File: src/rtl/vs_seq_pkg.sv
// Shared types and limits for the sequential flag-register blocks.
package vs_seq_pkg;

  typedef enum logic [1:0] {
    VS_CONFLICT_HOLD       = 2'd0,
    VS_CONFLICT_SET_WINS   = 2'd1,
    VS_CONFLICT_RESET_WINS = 2'd2,
    VS_CONFLICT_TOGGLE     = 2'd3
  } vs_conflict_mode_t;

  localparam int VS_SR_MAX_WIDTH = 64;

endpackage

File: src/rtl/vs_sr_cell.sv
// Single-bit SR next-state resolver; purely combinational.
module vs_sr_cell
  import vs_seq_pkg::*;
#(
  parameter vs_conflict_mode_t CONFLICT_MODE = VS_CONFLICT_HOLD
) (
  input  logic q,
  input  logic set,
  input  logic reset,
  output logic q_nxt
);

  always_comb begin
    q_nxt = q;
    case ({set, reset})
      2'b10: q_nxt = 1'b1;
      2'b01: q_nxt = 1'b0;
      2'b11: begin
        case (CONFLICT_MODE)
          VS_CONFLICT_SET_WINS:   q_nxt = 1'b1;
          VS_CONFLICT_RESET_WINS: q_nxt = 1'b0;
          VS_CONFLICT_TOGGLE:     q_nxt = ~q;
          default:                q_nxt = q;
        endcase
      end
      default: q_nxt = q;
    endcase
  end

endmodule

File: src/rtl/vs_sr_reg_bank.sv
// WIDTH-bit bank of edge-triggered SR flags with load, sync clear, edge pulses
// and sticky conflict flags. Single-cycle update, no backpressure.
module vs_sr_reg_bank
  import vs_seq_pkg::*;
#(
  parameter int                WIDTH         = 8,
  parameter vs_conflict_mode_t CONFLICT_MODE = VS_CONFLICT_HOLD,
  parameter logic [WIDTH-1:0]  RESET_VALUE   = '0
) (
  input  logic             clk,
  input  logic             reset_n,
  input  logic             clear,
  input  logic             load_en,
  input  logic [WIDTH-1:0] d,
  input  logic [WIDTH-1:0] set,
  input  logic [WIDTH-1:0] reset,
  input  logic [WIDTH-1:0] conflict_clr,
  output logic [WIDTH-1:0] q,
  output logic [WIDTH-1:0] qbar,
  output logic [WIDTH-1:0] rise,
  output logic [WIDTH-1:0] fall,
  output logic [WIDTH-1:0] conflict,
  output logic             any_q
);

  if (WIDTH < 1 || WIDTH > VS_SR_MAX_WIDTH) begin : g_bad_width
    $error("vs_sr_reg_bank: WIDTH %0d outside 1..%0d", WIDTH, VS_SR_MAX_WIDTH);
  end

  if (!(CONFLICT_MODE inside {VS_CONFLICT_HOLD, VS_CONFLICT_SET_WINS,
                              VS_CONFLICT_RESET_WINS, VS_CONFLICT_TOGGLE})) begin : g_bad_mode
    $error("vs_sr_reg_bank: illegal CONFLICT_MODE");
  end

  logic [WIDTH-1:0] q_res;
  logic [WIDTH-1:0] q_nxt;
  logic [WIDTH-1:0] conflict_new;

  for (genvar i = 0; i < WIDTH; i++) begin : g_cell
    vs_sr_cell #(.CONFLICT_MODE(CONFLICT_MODE)) u_cell (
      .q     (q[i]),
      .set   (set[i]),
      .reset (reset[i]),
      .q_nxt (q_res[i])
    );
  end

  always_comb begin
    q_nxt = q_res;
    if (clear) begin
      q_nxt = '0;
    end else if (load_en) begin
      q_nxt = d;
    end
  end

  // Load suppresses conflict capture because set/reset are ignored that cycle.
  assign conflict_new = load_en ? '0 : (set & reset);

  always_ff @(posedge clk or negedge reset_n) begin
    if (!reset_n) begin
      q        <= RESET_VALUE;
      rise     <= '0;
      fall     <= '0;
      conflict <= '0;
    end else if (clear) begin
      q        <= '0;
      rise     <= '0;
      fall     <= '0;
      conflict <= '0;
    end else begin
      q        <= q_nxt;
      rise     <= q_nxt & ~q;
      fall     <= ~q_nxt & q;
      conflict <= conflict_new | (conflict & ~conflict_clr);
    end
  end

  assign qbar  = ~q;
  assign any_q = |q;

endmodule

File: config.mk
export PLATFORM = sky130hd
export DESIGN_NAME = vs_sr_reg_bank
export DESIGN_NICKNAME = d
export VERILOG_FILES = /design/src/rtl/vs_seq_pkg.sv /design/src/rtl/vs_sr_cell.sv /design/src/rtl/vs_sr_reg_bank.sv
export SDC_FILE = /design/constraint.sdc
export NUM_CORES = 1
export LEC_CHECK = 0
export ABC_CLOCK_PERIOD_IN_PS = 3450
export CORE_ASPECT_RATIO = 0.75
export CORE_MARGIN = 4
export CORE_UTILIZATION = 47
export CTS_CLUSTER_DIAMETER = 80
export DETAILED_ROUTE_END_ITERATION = 8
export PLACE_DENSITY = 0.86
export SYNTH_ARGS = -nofsm -noshare
export SYNTH_HDL_FRONTEND = slang
export SYNTH_SLANG_ARGS = --single-unit
export TNS_END_PERCENT = 30
File: constraint.sdc
create_clock -name clk -period 3.45 [get_ports clk]
set_clock_uncertainty 0.2 [all_clocks]
set_input_delay 0.345 -clock clk [delete_from_list [all_inputs] [get_ports clk]]
set_output_delay 0.345 -clock clk [all_outputs]
set_load 0.05 [all_outputs]
==> results of run 1 <==
## per-stage QoR
step	util	hold slack (ns)	setup WS [ns]	std cells
2_1_floorplan	-	-0.151	1.92	173
3_3_place_gp	0.696	0.297	1.35	288
3_5_place_dp	0.696	0.309	1.35	288
4_1_cts	0.720	0.277	1.07	296
5_1_grt	0.720	0.303	0.935	296
6_report	0.720	0.258	1.10	296
## Yosys cell counts
| cell type | n | share of area |
|---|---|---|
| a211oi_1 | 2 | 0.0079 |
| a211oi_2 | 14 | 0.092 |
| a21oi_1 | 8 | 0.021 |
| buf_2 | 4 | 0.011 |
| buf_4 | 9 | 0.036 |
| buf_6 | 2 | 0.012 |
| clkbuf_1 | 1 | 0.0020 |
| dfrtp_1 | 32 | 0.42 |
| ha_1 | 16 | 0.11 |
| inv_1 | 18 | 0.036 |
| mux2_2 | 7 | 0.042 |
| mux2i_1 | 1 | 0.0053 |
| nand2_1 | 9 | 0.018 |
| nand2b_1 | 23 | 0.076 |
| nor2b_1 | 1 | 0.0033 |
| nor3_1 | 1 | 0.0026 |
| nor4_1 | 2 | 0.0066 |
| o211a_1 | 8 | 0.042 |
| or3_1 | 7 | 0.023 |
| or3b_1 | 8 | 0.037 |
## logic make-up after synthesis
family / synth area share
simple gates: 0.166
buf+inv: 0.0956
compound gates: 0.164
flops: 0.422
fa+ha+maj: 0.106
mux: 0.0468
## routing by layer
layer | wire (um) | up-vias | track usage
met3 | 476 | 6 | 0.0821
met4 | 46 | 0 | 0.0633
li1 | - | 728 | -
met2 | 1810 | 54 | 0.256
met1 | 1840 | 668 | 0.224
met5 | 0 | - | 0
## registers in the layout (all words and copies together) (netlist names)
| name | flops |
|---|---|
| q | 8 |
| fall | 8 |
| conflict | 8 |
| rise | 8 |
## how the worst max path moves through the flow
stage / to / slack [ns] / cells past startpoint
after floorplan: rise[4]$_DFF_PN0_ / 1.92 / 4
after global placement: any_q / 1.35 / 3
after detailed placement: fall[4]$_DFF_PN0_ / 1.35 / 5
after CTS: any_q / 1.07 / 3
after global routing: any_q / 0.93 / 3
final: any_q / 1.10 / 3
## final cells by class
class,instances,share of cell area
inverters,18,0.0248
clock buffers,8,0.0331
flip-flops and latches,32,0.294
multi-input cells,107,0.336
well taps,52,0.0239
repair buffers,79,0.288
## power by group through the flow
stage	clock network (W)	logic, W	registers [W]
4_1_cts	0.000303	0.000296	0.000407
6_report	0.000295	0.000293	0.000407
5_1_grt	0.000325	0.000314	0.000409
3_5_place_dp	0	0.000294	0.000414
3_3_place_gp	0	0.000292	0.000414
2_1_floorplan	0	0.000150	0.000450
==> flow_metrics.py, run 1 <==
metrics = {
    "power": {
        "p_leak_nw": 1.23,
        "powerDensity_nw_per_um2": 366,
        "comb_power_share": 0.294,
        "p_seq_frac": 0.409,
        "intPower_w": 0.000678,
        "ir_drop_mv": 0.311,
        "swShare": 0.318,
        "p_switching_w": 0.000317,
        "clockPowerShare": 0.297,
        "fin_total_pwr_w": 0.000995,
    },
    "final_layout": {
        "layout-drive-gt1-share": 0.123,
        "final_cell_mix": "clkdlybuf4s50_1 (76), dfrtp_1 (32), nand2b_1 (23)",
        "n_antenna_cell": 0,
        "fillerInstances": 286,
        "layout.nets": 295,
        "final_common_cell": "clkdlybuf4s50_1",
        "syn_to_final_growth_pct": 43.5,
        "fin_area_um2": 2720,
        "multiInputGateArea_um2": 915,
        "regArea_um2": 801,
    },
    "timing": {
        "hold_violations": 0,
        "tightest_slew_ns": 0.537,
        "period_needed_ns": 2.35,
        "fin_tns_setup_ns": 0,
        "rsz0062_at_grt": "false",
        "max-slew-margin-rel": 0.641,
        "post-route-period-util": 0.682,
        "setup_viol": 0,
        "clock.fmax_ghz": 0.425,
        "slew_viol_final": 0,
    },
    "global_route": {
        "overflow": 0,
        "grt_max_degree": 49,
        "grt_antenna_before_repair": 0,
        "first_global_vias": 1484,
        "grt_pass1_wl_um": 6870,
        "track_usage": 0.175,
    },
    "cts": {
        "post-cts-setup-buffers": 0,
        "clockBufferDepth": 2,
        "cts_sinks": 32,
        "clock_latency_ns": 0.28,
        "cts_buffers": 5,
        "cts_tree": "yes",
        "postCtsHoldBufs": 0,
        "h-tree-depth": 2,
        "clk_pin_slew_ns": 0.06,
        "cts_resized": 0,
        "cts_root_buf": "clkbuf_8",
    },
    "routing": {
        "via_count": 1456,
        "viasPerCell": 4.92,
        "first_pass_iters": 4,
        "drt_iter0_drc": 73,
        "wl_um": 4180,
        "wl_per_cell_um": 14.1,
        "drc_errors": 0,
        "detail-route-antenna-nets": 0,
    },
    "critical_path": {
        "crit_type": "reg -> out",
        "worst_setup_path_end_kind": "primary output",
        "cp.required_ns": 2.90,
        "cp_top_family": "buffers and inverters",
        "slowest_delay_ns": 0.73,
        "regToRegEndpoint": "q[3]$_DFF_PN0_",
        "reg2regPathDepth": 2,
        "worstPathCellList": "nor4_1, nand2_1, clkdlybuf4s50_1",
        "crit_fanout": 5,
        "r2r-start": "q[3]$_DFF_PN0_",
        "critPathLaunch": "q[0]$_DFF_PN0_",
        "slowest_stage": "clkdlybuf4s50_1",
        "start_kind": "flip-flop",
        "reg2reg_slack_ns": 2.22,
        "arrival_ns": 1.81,
        "cp.buffers_inverters": 1,
    },
    "worst_hold_path": {
        "min_path_type": "in -> async",
    },
    "floorplanning": {
        "fp.coreArea_um2": 3780,
        "rows": 19,
        "start_util": 0.502,
        "die_w_um": 81.4,
        "io_pins": 77,
        "die_y_um": 63.0,
        "die-area_um2": 5130,
    },
    "synthesis": {
        "synth_fp_nets": 225,
        "avgSynthCellArea_um2": 11.0,
        "syn_inst": 173,
        "yosys_warnings": 0,
        "ys_types": 20,
        "ys_seq_area_frac": 0.422,
        "netlist_area_um2": 1900,
        "ys_seq_elements": 32,
    },
    "placement": {
        "dp_hpwl_um": 3040,
        "placed_cell_area_um2": 2630,
        "io_buffers": 76,
        "place.gp.congestion": 0.763,
    },
    "status": {
        "outcome": "complete, no violations",
    },
    "job": {
        "maxCapViolCount": 0,
    },
}
Note: power is estimated with default switching activity, not from simulation.
==> run 2: changes to the inputs <==
ABC_CLOCK_PERIOD_IN_PS = 2500   (was 3450)
CORE_UTILIZATION = 43   (was 47)
PLACE_DENSITY = 0.8   (was 0.86)
clock period = 2.5 ns   (was 3.45 ns; I/O delays follow)
==> flow_metrics.py, run 2 (synthesis gave the netlist of run 1 again) <==
metrics = {
    "cts": {
        "cts_tree": "yes",
        "h-tree-depth": 2,
        "postCtsHoldBufs": 0,
        "cts_root_buf": "clkbuf_8",
        "cts_sinks": 32,
        "post-cts-setup-buffers": 0,
        "cts_buffers": 5,
        "clock_latency_ns": 0.28,
        "cts_resized": 0,
        "clockBufferDepth": 2,
        "clk_pin_slew_ns": 0.06,
    },
    "placement": {
        "dp_hpwl_um": 3250,
        "place.gp.congestion": 0.709,
        "io_buffers": 76,
    },
    "critical_path": {
        "crit_path_end": "any_q",
        "reg2regPathDepth": 2,
        "worstPathCellList": "nor4_1, nand2_1, clkdlybuf4s50_1",
        "arrival_ns": 1.84,
        "crit_fanout": 5,
        "regToRegEndpoint": "q[1]$_DFF_PN0_",
        "reg2reg_slack_ns": 1.25,
        "worst_setup_path_end_kind": "primary output",
        "slowest_delay_ns": 0.72,
        "r2r-start": "q[1]$_DFF_PN0_",
        "crit_type": "reg -> out",
        "critPathLaunch": "q[4]$_DFF_PN0_",
        "slowest_stage": "clkdlybuf4s50_1",
        "cp.required_ns": 2.05,
        "start_kind": "flip-flop",
    },
    "floorplanning": {
        "die-area_um2": 5550,
        "die_y_um": 65.5,
        "io_pins": 77,
        "fp.coreArea_um2": 4150,
        "die_w_um": 84.7,
        "start_util": 0.457,
        "rows": 20,
    },
    "final_layout": {
        "layout-drive-gt1-share": 0.128,
        "final_cell_mix": "clkdlybuf4s50_1 (76), dfrtp_1 (32), nand2b_1 (23)",
        "fillerInstances": 340,
        "layout.nets": 295,
        "syn_to_final_growth_pct": 45.3,
        "final_common_cell": "clkdlybuf4s50_1",
        "n_antenna_cell": 0,
    },
    "timing": {
        "tightest_slew_ns": 0.541,
        "slew_viol_final": 0,
        "clock.fmax_ghz": 0.436,
        "setup_viol": 0,
        "fin_tns_setup_ns": 0,
        "max-slew-margin-rel": 0.638,
        "hold_violations": 0,
        "post-route-period-util": 0.918,
        "period_needed_ns": 2.29,
        "rsz0062_at_grt": "false",
    },
    "routing": {
        "drt_iter0_drc": 57,
        "first_pass_iters": 4,
        "wl_um": 4360,
        "viasPerCell": 4.96,
        "detail-route-antenna-nets": 0,
        "drc_errors": 0,
        "via_count": 1478,
        "wl_per_cell_um": 14.6,
    },
    "global_route": {
        "first_global_vias": 1459,
        "grt_antenna_before_repair": 0,
        "grt_pass1_wl_um": 7150,
        "overflow": 0,
        "track_usage": 0.164,
        "grt_max_degree": 49,
    },
    "job": {
        "maxCapViolCount": 0,
    },
    "power": {
        "p_leak_nw": 1.25,
        "ir_drop_mv": 0.328,
        "powerDensity_nw_per_um2": 508,
        "fin_total_pwr_w": 0.00140,
    },
    "status": {
        "outcome": "complete, no violations",
    },
    "worst_hold_path": {
        "min_path_type": "in -> async",
    },
}
[run 2: worst max-delay path: cells and delay by family, from the launching register on]
family / cells / cell delay, ns
buf+inv: 1 / 0.72
flops: 1 / 0.44
simple gates: 2 / 0.40
[run 2: power by group]
| group | total (W) | leakage (nW) | internal [W] | switching [W] |
|---|---|---|---|---|
| clock | 0.000426 | 0.0503 | 0.000245 | 0.000181 |
| combinational | 0.000410 | 0.764 | 0.000174 | 0.000236 |
| sequential | 0.000563 | 0.431 | 0.000542 | 0.0000213 |
| total | 0.00140 | 1.25 | 0.000961 | 0.000438 |
[run 2: worst min-delay path by stage]
| stage | from | end | slack (ns) |
|---|---|---|---|
| after floorplan | reset_n | conflict[0]$_DFF_PN0_ | -0.25 |
| after global placement | q[7]$_DFF_PN0_ | rise[7]$_DFF_PN0_ | 0.30 |
| after detailed placement | q[7]$_DFF_PN0_ | rise[7]$_DFF_PN0_ | 0.29 |
| after CTS | reset_n | conflict[4]$_DFF_PN0_ | 0.19 |
| after global routing | reset_n | conflict[4]$_DFF_PN0_ | 0.23 |
| final | reset_n | conflict[2]$_DFF_PN0_ | 0.18 |
[run 2: final cells by class]
| type | instances | area (um^2) | area share |
|---|---|---|---|
| clock buffer | 7 | 96.3 | 0.0350 |
| inverter | 18 | 67.6 | 0.0245 |
| multi-input combinational | 107 | 915 | 0.332 |
| sequential | 32 | 801 | 0.291 |
| tap | 55 | 68.8 | 0.0250 |
| timing repair buffer | 79 | 808 | 0.293 |
[run 2: routing by layer]
layer,global-route usage,vias up,share of wire
li1,-,729,-
met1,0.224,694,0.48
met2,0.244,48,0.43
met3,0.0514,7,0.073
met4,0.0593,0,0.014
met5,0,-,0
[run 2: stage by stage]
| step | utilization | hold WS [ns] | cell area (um^2) | worst slack (ns) | std cells |
|---|---|---|---|---|---|
| floorplan | - | -0.246 | 1900 | 1.06 | 173 |
| finish | 0.664 | 0.177 | 2760 | 0.205 | 298 |
| detailed placement | 0.640 | 0.295 | 2660 | 0.493 | 291 |
| CTS | 0.664 | 0.190 | 2760 | 0.172 | 298 |
| global placement | 0.640 | 0.298 | 2660 | 0.493 | 291 |
| global route | 0.664 | 0.230 | 2760 | 0.103 | 298 |
==> run 3: changes to the inputs <==
SKIP_CTS_REPAIR_TIMING = 1   (was not set)
SLEW_MARGIN = 20   (was not set)
==> results of run 3 <==
Final layout, timing and power as in run 2 (identical DEF).
